<file path="config.mk">
export PLATFORM = sky130hd
export DESIGN_NAME = i2s_master
export DESIGN_NICKNAME = d
export VERILOG_FILES = /design/src/rtl/i2s_pkg.sv /design/src/rtl/i2s_clk_div.sv /design/src/rtl/i2s_master.sv
export SDC_FILE = /design/constraint.sdc
export NUM_CORES = 1
export LEC_CHECK = 0
export ABC_AREA = 1
export CORE_MARGIN = 4
export CORE_UTILIZATION = 39
export CTS_CLUSTER_DIAMETER = 40
export DETAILED_ROUTE_END_ITERATION = 12
export DONT_BUFFER_PORTS = 1
export GPL_TIMING_DRIVEN = 0
export PLACE_DENSITY = 0.51
export SLEW_MARGIN = 40
export SYNTH_ARGS = -nofsm -noshare
export SYNTH_HDL_FRONTEND = slang
export SYNTH_SLANG_ARGS = --single-unit
</file>
<file path="constraint.sdc">
create_clock -name clk -period 3.2 [get_ports clk]
set_clock_uncertainty 0.1 [all_clocks]
set_input_delay 0.48 -clock clk [delete_from_list [all_inputs] [get_ports clk]]
set_output_delay 0.48 -clock clk [all_outputs]
set_load 0.05 [all_outputs]
</file>
<file path="src/rtl/i2s_pkg.sv">
// Shared I2S constants, stereo sample layout and a saturating increment helper.
package i2s_pkg;

  localparam int FRAME_BITS    = 64;
  localparam int CH_BITS       = 32;
  localparam int SAMPLE_PAIR_W = 48;
  localparam int CH_W          = SAMPLE_PAIR_W / 2;
  localparam int BIT_CNT_W     = $clog2(FRAME_BITS);

  // left occupies the upper half so the struct lines up with data[47:24]
  typedef struct packed {
    logic [CH_W-1:0] left;
    logic [CH_W-1:0] right;
  } i2s_sample_t;

  function automatic logic [15:0] sat_inc16(input logic [15:0] v);
    return (&v) ? v : v + 16'd1;
  endfunction

endpackage

</file>
<file path="src/rtl/i2s_clk_div.sv">
// Bit-clock generator: registered bclk plus single-cycle rise/fall strobes,
// all in the clk domain. Strobes mark the cycle whose clock edge moves bclk.
module i2s_clk_div #(
  parameter int CLK_DIV = 8
) (
  input  logic clk,
  input  logic reset,
  output logic o_bclk,
  output logic o_rise,
  output logic o_fall
);

  logic [7:0] r_div;
  logic       r_bclk;
  logic       w_tc;

  assign w_tc = (r_div == 8'(CLK_DIV - 1));

  always_ff @(posedge clk) begin
    if (!reset) begin
      r_div  <= 8'd0;
      r_bclk <= 1'b0;
    end else if (w_tc) begin
      r_div  <= 8'd0;
      r_bclk <= ~r_bclk;
    end else begin
      r_div <= r_div + 8'd1;
    end
  end

  assign o_bclk = r_bclk;
  assign o_rise = w_tc & ~r_bclk;
  assign o_fall = w_tc & r_bclk;

endmodule

</file>
<file path="src/rtl/i2s_master.sv">
// I2S master: 64-bit frames, one-bit-delayed MSB-first stereo, tx/rx valid-ready.
// Defining I2S_MASTER_ERR_CNT_EN adds saturating underflow/overflow counters.
module i2s_master
  import i2s_pkg::*;
#(
  parameter int CLK_DIV  = 8,
  parameter int SAMPLE_W = 24
) (
  input  logic                     clk,
  input  logic                     reset,
  input  logic                     i_tx_valid,
  output logic                     o_tx_ready,
  input  logic [SAMPLE_PAIR_W-1:0] i_tx_data,
  output logic                     o_rx_valid,
  input  logic                     i_rx_ready,
  output logic [SAMPLE_PAIR_W-1:0] o_rx_data,
  output logic                     o_bclk,
  output logic                     o_lrclk,
  output logic                     o_sdata,
  input  logic                     i_sdata
`ifdef I2S_MASTER_ERR_CNT_EN
  ,
  output logic [15:0]              o_underflow_count,
  output logic [15:0]              o_overflow_count
`endif
);

  localparam int                 RX_CAP   = (SAMPLE_W < CH_W) ? SAMPLE_W : CH_W;
  localparam logic [4:0]         SW5      = 5'(SAMPLE_W);
  localparam logic [4:0]         RX_MAX   = 5'(RX_CAP);
  localparam logic [BIT_CNT_W-1:0] LAST_BIT = BIT_CNT_W'(CH_BITS + SAMPLE_W);

  logic                 w_bclk;
  logic                 w_rise;
  logic                 w_fall;
  logic [BIT_CNT_W-1:0] r_bit;
  logic [BIT_CNT_W-1:0] w_nbit;
  logic                 r_lrclk;
  logic                 r_sdata;
  logic                 r_tx_ready;
  logic                 r_active;
  i2s_sample_t          r_tx;
  i2s_sample_t          r_rx_sh;
  i2s_sample_t          w_rx_nxt;
  i2s_sample_t          r_rx_data;
  logic                 r_rx_valid;
  logic                 w_tx_slot;
  logic                 w_rx_slot;
  logic                 w_rx_done;
  logic [4:0]           w_rx_idx;

  i2s_clk_div #(.CLK_DIV(CLK_DIV)) u_clk_div (
    .clk    (clk),
    .reset  (reset),
    .o_bclk (w_bclk),
    .o_rise (w_rise),
    .o_fall (w_fall)
  );

  // tx decisions look at the bit being entered, rx at the bit currently on the wire
  assign w_nbit    = r_bit + 1'b1;
  assign w_tx_slot = (w_nbit[4:0] != 5'd0) && (w_nbit[4:0] <= SW5);
  assign w_rx_slot = r_active && (r_bit[4:0] != 5'd0) && (r_bit[4:0] <= RX_MAX);
  assign w_rx_idx  = 5'(CH_W) - r_bit[4:0];
  assign w_rx_done = w_rise && r_active && (r_bit == LAST_BIT);

  always_comb begin
    w_rx_nxt = r_rx_sh;
    if (w_rise && w_rx_slot) begin
      if (r_bit[5]) w_rx_nxt.right[w_rx_idx] = i_sdata;
      else          w_rx_nxt.left[w_rx_idx]  = i_sdata;
    end
  end

  always_ff @(posedge clk) begin
    if (!reset) begin
      r_bit      <= '1;
      r_lrclk    <= 1'b1;
      r_sdata    <= 1'b0;
      r_tx_ready <= 1'b0;
      r_active   <= 1'b0;
      r_tx       <= '0;
    end else begin
      r_tx_ready <= w_fall && (w_nbit == '0);
      if (w_fall) begin
        r_active <= 1'b1;
        r_bit    <= w_nbit;
        r_lrclk  <= w_nbit[5];
        if (w_tx_slot) begin
          if (w_nbit[5]) begin
            r_sdata    <= r_tx.right[CH_W-1];
            r_tx.right <= {r_tx.right[CH_W-2:0], 1'b0};
          end else begin
            r_sdata   <= r_tx.left[CH_W-1];
            r_tx.left <= {r_tx.left[CH_W-2:0], 1'b0};
          end
        end else begin
          r_sdata <= 1'b0;
        end
      end else if (r_tx_ready) begin
        // underflow sends a silent frame
        r_tx <= i_tx_valid ? i2s_sample_t'(i_tx_data) : '0;
      end
    end
  end

  always_ff @(posedge clk) begin
    if (!reset) begin
      r_rx_sh    <= '0;
      r_rx_data  <= '0;
      r_rx_valid <= 1'b0;
    end else begin
      r_rx_sh <= w_rx_nxt;
      if (w_rx_done) begin
        r_rx_data  <= w_rx_nxt;
        r_rx_valid <= 1'b1;
      end else if (r_rx_valid && i_rx_ready) begin
        r_rx_valid <= 1'b0;
      end
    end
  end

`ifdef I2S_MASTER_ERR_CNT_EN
  logic [15:0] r_uf_cnt;
  logic [15:0] r_of_cnt;

  always_ff @(posedge clk) begin
    if (!reset) begin
      r_uf_cnt <= 16'd0;
      r_of_cnt <= 16'd0;
    end else begin
      if (r_tx_ready && !i_tx_valid)
        r_uf_cnt <= sat_inc16(r_uf_cnt);
      // a handshake completing in the same cycle is not an overflow
      if (w_rx_done && r_rx_valid && !i_rx_ready)
        r_of_cnt <= sat_inc16(r_of_cnt);
    end
  end

  assign o_underflow_count = r_uf_cnt;
  assign o_overflow_count  = r_of_cnt;
`endif

  assign o_tx_ready = r_tx_ready;
  assign o_rx_valid = r_rx_valid;
  assign o_rx_data  = r_rx_data;
  assign o_bclk     = w_bclk;
  assign o_lrclk    = r_lrclk;
  assign o_sdata    = r_sdata;

endmodule
</file>
==> impl_metrics.tcl, run 1 <==
set metrics [dict create \
    tritoncts "yes" \
    grt_max_degree 18 \
    synth_top_family_by_area "simple AND/OR/NAND/NOR gates" \
    die_h_um 148 \
    fin_util_pct 45.2 \
    grt_use_met3_pct 4.51 \
    leakagePower_nw 3.72 \
    finalSetupTns_ns 0 \
    synth_xor_area_share_pct 0.459 \
    diodes 0 \
    endpoint_kind "register" \
    synthToLayoutAreaGrowth_pct 12.2 \
    syn_inst 1124 \
    slowest_delay_ns 0.78 \
    cts_sinks 163 \
    pre_cts_ws_ns 0.592 \
    fmax_mhz 382 \
    cts_resized 0 \
    synth_nets 1184 \
    netlist_area_um2 7640 \
    max_slew_margin_pct 51.8 \
    irDropWorstVdd_mv 0.375 \
    ios 106 \
    clk_latency_ns 0.43 \
    outcome "finished clean" \
    crit_type "reg2reg" \
    grt_pass1_wl_um 34400 \
    top_usage_layer "met2" \
    rows 50 \
    postCtsHoldBufs 0 \
    viasPerCell 4.82 \
    vias 6823 \
    crit_family "buffers and inverters" \
    grt_use_met1_pct 25.4 \
    synth_fa_ha_area_share_pct 1.15 \
    cpMaxStageDelayCell "dfxtp_1" \
    rsz0062_at_grt "no" \
    ys_seq_elements 163 \
    power_density_nw_per_um2 500 \
    wire_per_inst_um 15.0 \
    setup_viol 0 \
    yosysSeqAreaShare_pct 42.7 \
    grt_overflow 0 \
    cap_violations 0 \
    ant_nets 0 \
    fillers 2062 \
    clock-root-buffer "clkbuf_16" \
    required_ns 3.46 \
    wl_um 21200 \
    htree_levels 4 \
    yosysWarnings 0 \
    post_cts_buffers 0 \
    ys_types 27 \
    worst_slack_ns 0.585 \
    placed_cells 1384 \
    drive_gt1_share_pct 9.17 \
    synth_compound_gate_area_share_pct 14.1 \
    grt_pass1_vias 6486 \
    antenna_found_initial 0 \
    start_util_pct 40.3 \
    crit_arrival_ns 2.87 \
    slew_viol_final 0 \
    min_period_ns 2.62 \
    numCtsBuffers 17 \
    core_area_um2 19000 \
    die-area_um2 21900 \
    fin_nets 1203 \
    syn_area_per_cell_um2 6.80 \
    dp_hpwl_um 15600 \
    drc 0 \
    cp-start-kind "register" \
    track_usage_pct 19.6 \
    gp_congestion 0.829 \
    synthMuxAreaShare_pct 0 \
    fin_cells 1416 \
    clk_pin_slew_ns 0.07 \
    first_iter_violations 333 \
    post-route-period-util_pct 81.7 \
    drt_first_pass_iters 5 \
    finalHoldViolCount 0 \
    synthSimpleGateAreaFrac_pct 32.4 \
    grtUsageMet2_pct 31.9 \
    port_buffers 0 \
    cp_max_fo 10 \
    timing.hold.ws_ns 0.135 \
    hold_class "in2reg" \
    crit_buf_inv 3 \
    dieWidth_um 148 \
    path_cells "inv_1, nor3_1, and3_1, buf_2, clkbuf_1, o21ai_0, a21oi_1" \
    worst_pin_slew_ns 0.722 \
    max-clock-path-buffers 2 \
]
-- path summary, 6_finish.rpt --
| check | startpoint | to | slack, ns | cells after the start |
|---|---|---|---|---|
| worst max register to register | r_bit[5] | o_rx_data[5] | 0.58 | 7 |
| worst min-delay path | i_tx_data[24] | r_tx[24] | 0.14 | 2 |
| worst min register to register | u_clk_div.r_div[0] | u_clk_div.r_div[0] | 0.35 | 1 |
| worst max-delay path | r_bit[5] | o_rx_data[5] | 0.58 | 7 |
-- area by class of cell --
cell class                 count  area (um^2)  area share [%]
sequential                   163         3260            38.1
multi-input combinational    806         3670            42.9
clock buffer                  17          425            4.96
tap                          260          325            3.79
buffer                        75          402            4.68
clock inverter                15          184            2.15
inverter                      80          300            3.50
-- cell usage after synthesis, drive strengths merged --
cell type | number | area (um^2)
clkinv | 1 | 3.75
nor2 | 138 | 543
dfxtp | 163 | 3260
nand2 | 322 | 1230
o21a | 1 | 7.51
nor3 | 10 | 50.1
xor2 | 4 | 35.0
a21oi | 102 | 586
o21ai | 92 | 460
and3 | 1 | 6.26
o211ai | 3 | 22.5
nand3 | 122 | 621
clkbuf | 33 | 124
buf | 42 | 278
inv | 79 | 297
nand4 | 4 | 25.0
ha | 7 | 87.6
-- cells by family (layout without fill, tap and decap cells) --
group / after synthesis / count (layout)
and+or+nand+nor: 597 / 597
AOI/OAI and AO/OA: 198 / 198
DFF: 163 / 163
buffers and inverters: 155 / 187
adders and majority gates: 7 / 7
xor gates and xnor gates: 4 / 4
-- cell usage in the layout, fill, tap and decap left out, types with 2 or more instances in the layout --
cell type / netlist / layout
buf_6: 9 / 9
nand2_1: 317 / 317
nor2_4: 3 / 3
buf_2: 24 / 24
nand4_1: 4 / 4
nand3_2: 2 / 2
xor2_1: 4 / 4
inv_8: 0 / 5
o21ai_0: 92 / 92
inv_1: 75 / 75
o211ai_1: 3 / 3
nor2_1: 134 / 134
nand2_4: 2 / 2
nand3_1: 120 / 120
bufinv_16: 0 / 2
ha_1: 7 / 7
inv_6: 0 / 5
clkbuf_1: 33 / 33
inv_2: 4 / 4
nand2_2: 3 / 3
clkinvlp_4: 0 / 2
a21oi_2: 20 / 20
a21oi_1: 82 / 82
clkbuf_16: 0 / 17
dfxtp_1: 163 / 163
nor3_1: 10 / 10
buf_1: 3 / 3
buf_4: 6 / 6
-- per-stage QoR --
| stage | instance area [um^2] | power (W) |
|---|---|---|
| 4_1_cts | 8570 | 0.00435 |
| 3_3_place_gp | 7970 | 0.00221 |
| 3_5_place_dp | 7970 | 0.00221 |
| 6_report | 8570 | 0.00429 |
| 2_1_floorplan | 7640 | 0.00217 |
| 5_1_grt | 8570 | 0.00446 |
-- metal layers --
layer	part of all wire, %	routed length, um
met2	45	9650
met1	47	9900
met3	5.4	1150
met4	2.5	532
met5	0	0
-- flip-flops by register name, summed over array words and instances, names as in the netlist --
name	flops
r_bit	6
o_rx_valid	1
r_tx	48
o_sdata	1
u_clk_div.o_bclk	1
r_active	1
r_rx_sh	48
o_tx_ready	1
o_rx_data	48
u_clk_div.r_div	8
-- report_power, final --
part / internal, W / total, W / leakage, nW / switching, W
clock network: 0.00119 / 0.00213 / 0.295 / 0.000937
registers: 0.00203 / 0.00203 / 1.31 / 0.00000294
logic: 0.0000358 / 0.000127 / 2.11 / 0.0000912
total: 0.00326 / 0.00429 / 3.72 / 0.00103
No activity file was read; power rests on OpenSTA's default activity.
==> inputs of run 2 (changes only) <==
==> constraint.sdc (replaced) <==
create_clock -name clk -period 2.5 [get_ports clk]
set_clock_uncertainty 0.1 [all_clocks]
set_input_delay 0.375 -clock clk [delete_from_list [all_inputs] [get_ports clk]]
set_output_delay 0.375 -clock clk [all_outputs]
set_load 0.05 [all_outputs]
==> impl_metrics.tcl, run 2 (synthesis results as in run 1) <==
set metrics [dict create \
    multi_input_comb_area_um2 3680 \
    power_frac_comb_pct 3.0 \
    tritoncts "yes" \
    port_buffers 0 \
    cap_violations 0 \
    gp_congestion 0.829 \
    pre_cts_ws_ns -0.108 \
    die-area_um2 21900 \
    power_density_nw_per_um2 638 \
    required_ns 2.76 \
    p_total_w 0.00549 \
    leakagePower_nw 3.73 \
    dieWidth_um 148 \
    vias 6850 \
    clock-root-buffer "clkbuf_16" \
    htree_levels 4 \
    post_cts_buffers 0 \
    finalHoldViolCount 0 \
    start_util_pct 40.3 \
    pwr-share-seq_pct 47.4 \
    rr_startpoint "r_bit[0]" \
    drive_gt1_share_pct 10.1 \
    first_iter_violations 342 \
    dp_hpwl_um 15600 \
    grt_max_degree 18 \
    min_period_ns 2.26 \
    cp_max_fo 8 \
    ant_nets 0 \
    core_area_um2 19000 \
    slew_viol_final 0 \
    grt_pass1_vias 6486 \
    r2r_setup_slack_ns 0.24 \
    cts_sinks 163 \
    die_h_um 148 \
    finalSetupTns_ns 0 \
    post-route-period-util_pct 90.6 \
    diodes 0 \
    irDropWorstVdd_mv 0.481 \
    cpMaxStageDelayCell "dfxtp_2" \
    rows 50 \
    rsz0062_at_grt "no" \
    startpoint "r_bit[0]" \
    cp-start-kind "register" \
    endpoint_kind "register" \
    worst_pin_slew_ns 0.619 \
    setup_viol 0 \
    max_slew_margin_pct 58.7 \
    fin_nets 1203 \
    slowest_delay_ns 0.41 \
    sw_frac_of_total_pct 24.0 \
    seq_area_um2 3270 \
    r2r-end "o_rx_data[32]" \
    timing.hold.ws_ns 0.0302 \
    track_usage_pct 19.6 \
    path_cells "inv_1, ha_1, nand2_4, nand2_1, nand2_1, nand2_1, inv_2, nand3_1, nor2_1, nand2_1, nand2_1, nand2_1, a21oi_1" \
    outcome "finished clean" \
    layout_common_cells "nand2_1, dfxtp_1, nor2_1" \
    wl_um 21200 \
    fmax_mhz 442 \
    critPathMostFrequentCell "nand2_1" \
    clk_pin_slew_ns 0.07 \
    p_int_w 0.00417 \
    drc 0 \
    p_switching_w 0.00132 \
    hold_class "in2reg" \
    cp-endpoint "o_rx_data[32]" \
    final_common_cell "nand2_1" \
    worst_slack_ns 0.236 \
    crit_arrival_ns 2.53 \
    p_clk_share_pct 49.6 \
    grt_pass1_wl_um 34400 \
    fillers 2060 \
    wire_per_inst_um 15.0 \
    grt_overflow 0 \
    antenna_found_initial 0 \
    r2r_cells 13 \
    ios 106 \
    clk_latency_ns 0.43 \
    max-clock-path-buffers 2 \
    drt_first_pass_iters 5 \
    fin_util_pct 45.4 \
    synthToLayoutAreaGrowth_pct 12.5 \
    numCtsBuffers 17 \
    viasPerCell 4.84 \
    crit_type "reg2reg" \
]
-- run 2: cell count changes in the layout (fill, tap and decap cells not counted), sizes merged --
cell | previous run | this run
clkbuf | 50 | 52
buf | 42 | 40
-- run 2: cell type report --
cell class	count	area share, %
buffer	75	4.80
clock buffer	17	4.95
clock inverter	15	2.14
inverter	80	3.49
multi-input combinational	806	42.8
sequential	163	38.0
tap	260	3.78
-- run 2: how the worst min path moves through the flow --
stage | cells past startpoint | startpoint | endpoint
finish | 2 | i_tx_data[24] | r_tx[24]
global route | 2 | i_tx_data[24] | r_tx[24]
CTS | 2 | i_tx_data[24] | r_tx[24]
detailed placement | 1 | u_clk_div.r_div[0] | u_clk_div.r_div[0]
global placement | 1 | u_clk_div.r_div[0] | u_clk_div.r_div[0]
floorplan | 1 | u_clk_div.r_div[0] | u_clk_div.r_div[0]
-- run 2: worst max-delay path, delay by kind of cell (launching register included) --
family          cells  cell delay (ns)
simple gates        9             1.07
fa+ha+maj           1             0.27
buf+inv             2             0.25
flops               1             0.41
compound gates      1             0.12
-- run 2: power by group through the flow --
stage               clock network (W)  registers [W]  logic, W
floorplan                           0        0.00266  0.000117
global placement                    0        0.00266  0.000166
detailed placement                  0        0.00266  0.000165
CTS                           0.00280        0.00260  0.000166
global route                  0.00291        0.00260  0.000189
finish                        0.00272        0.00260  0.000162
-- run 2: through the flow --
step                instances  cell area [um^2]
finish                   1416              8600
CTS                      1416              8580
global placement         1384              7970
global route             1416              8600
floorplan                1124              7640
detailed placement       1384              7970
-- run 2: timing repair --
action	CTS	global route
endpoints found under the setup margin	41	68
pin swaps	0	0
gates resized for setup	1	17
gates cloned	0	0
hold endpoints to repair	0	0
hold buffers	0	0
-- run 2: metal layers --
metal,vias to the layer above,global-route usage (%),part of all wire (%)
met4,0,7.02,2.5
met3,27,4.51,6.0
met2,164,31.9,46
met5,-,0,0
met1,3022,25.4,46
li1,3637,-,-
==> inputs of run 3 (changes only) <==
--- a/config.mk
+++ b/config.mk
@@ -13,7 +13,8 @@
 export DONT_BUFFER_PORTS = 1
 export GPL_TIMING_DRIVEN = 0
 export PLACE_DENSITY = 0.51
-export SLEW_MARGIN = 40
+export RECOVER_POWER = 50
+export SLEW_MARGIN = 5
 export SYNTH_ARGS = -nofsm -noshare
 export SYNTH_HDL_FRONTEND = slang
 export SYNTH_SLANG_ARGS = --single-unit
==> impl_metrics.tcl, run 3 (synthesis results as in run 1) <==
set metrics [dict create \
    outcome "finished clean" \
    post_cts_buffers 0 \
    r2r_cells 13 \
    grt_max_degree 18 \
    track_usage_pct 19.6 \
    crit_arrival_ns 2.54 \
    irDropWorstVdd_mv 0.482 \
    setup_viol 0 \
    wl_um 21200 \
    r2r_setup_slack_ns 0.22 \
    min_from "i_tx_data[24]" \
    hold_path_end "r_tx[24]" \
    postCtsHoldBufs 0 \
    clk_latency_ns 0.43 \
    multi_input_comb_area_um2 3670 \
    die-area_um2 21900 \
    clock-root-buffer "clkbuf_16" \
    rows 50 \
    clk_pin_slew_ns 0.07 \
    pre_cts_ws_ns -0.108 \
    cp_max_fo 8 \
    hold_class "in2reg" \
    slew_viol_final 0 \
    min_delay_path_depth 2 \
    worst_pin_slew_ns 0.619 \
    cts_sinks 163 \
    ios 106 \
    grt_pass1_vias 6486 \
    final_common_cell "nand2_1" \
    post-route-period-util_pct 91.2 \
    power_density_nw_per_um2 639 \
    endpoint_kind "register" \
    timing.hold.ws_ns 0.0301 \
    cp-start-kind "register" \
    start_util_pct 40.3 \
    max_slew_margin_pct 58.7 \
    numCtsBuffers 17 \
    drive_gt1_share_pct 9.78 \
    max-clock-path-buffers 2 \
    placed_cells 1384 \
    drt_first_pass_iters 5 \
    drc 0 \
    viasPerCell 4.84 \
    leakagePower_nw 3.73 \
    diodes 0 \
    htree_levels 4 \
    antenna_found_initial 0 \
    finalSetupTns_ns 0 \
    seq_area_um2 3270 \
    crit_type "reg2reg" \
    dieWidth_um 148 \
    fillers 2063 \
    core_area_um2 19000 \
    rsz0062_at_grt "no" \
    finalHoldViolCount 0 \
    grt_pass1_wl_um 34400 \
    ant_nets 0 \
    dp_hpwl_um 15600 \
    cap_violations 0 \
    r2r-end "o_rx_data[9]" \
    fin_nets 1203 \
    fmax_mhz 439 \
    wire_per_inst_um 15.0 \
    cts_resized 1 \
    port_buffers 0 \
    worst_slack_ns 0.221 \
    grt_overflow 0 \
    gp_congestion 0.829 \
    vias 6859 \
    first_iter_violations 316 \
    layout_common_cells "nand2_1, dfxtp_1, nor2_1" \
    min_period_ns 2.28 \
    synthToLayoutAreaGrowth_pct 12.4 \
    rr_startpoint "r_bit[0]" \
    required_ns 2.76 \
    die_h_um 148 \
    tritoncts "yes" \
    fin_cells 1416 \
]
## run 3: worst max path at each step
stage	startpoint	to	slack [ns]	cells past startpoint
global placement	r_bit[5]	o_rx_data[30]	-0.14	7
global route	u_clk_div.r_div[0]	o_rx_data[45]	0.03	10
CTS	r_bit[0]	o_rx_data[5]	0.05	9
floorplan	r_bit[5]	o_rx_data[16]	0.50	7
detailed placement	r_bit[5]	o_rx_data[29]	-0.11	7
finish	r_bit[0]	o_rx_data[9]	0.22	13
## run 3: critical path, cell delays in order, from the launching register on
cell,delay (ns)
dfxtp_2,0.41
inv_1,0.15
ha_1,0.27
nand2_4,0.10
nand2_1,0.05
nand2_1,0.05
nand2_1,0.09
inv_1,0.12
nand3_1,0.20
nor2_1,0.34
nand2_1,0.09
nand2_1,0.07
nand2_1,0.06
a21oi_1,0.13
## run 3: where the power goes
| part | internal (W) | total [W] | switching, W |
|---|---|---|---|
| clock network | 0.00152 | 0.00272 | 0.00120 |
| registers | 0.00260 | 0.00260 | 0.00000376 |
| logic | 0.0000458 | 0.000162 | 0.000117 |
## run 3: metrics by stage
stage | power, W | util (%) | instance area (um^2)
floorplan | 0.00278 | - | 7640
global placement | 0.00283 | 42.0 | 7970
detailed placement | 0.00283 | 42.0 | 7970
CTS | 0.00557 | 45.2 | 8580
global route | 0.00570 | 45.3 | 8590
finish | 0.00549 | 45.3 | 8590
## run 3: final cells by class
class | count | area share [%]
multi-input cells | 806 | 42.8
plain buffers | 75 | 4.81
clock buffers | 17 | 4.95
inverters | 80 | 3.50
well taps | 260 | 3.79
clock inverters | 15 | 2.14
flip-flops and latches | 163 | 38.0
## run 3: routing by layer
metal | GRT usage (%) | wire length [um] | up-vias
li1 | - | - | 3639
met1 | 25.4 | 9760 | 3028
met2 | 31.9 | 9690 | 165
met3 | 4.51 | 1210 | 27
met4 | 7.02 | 534 | 0
met5 | 0 | 0 | -
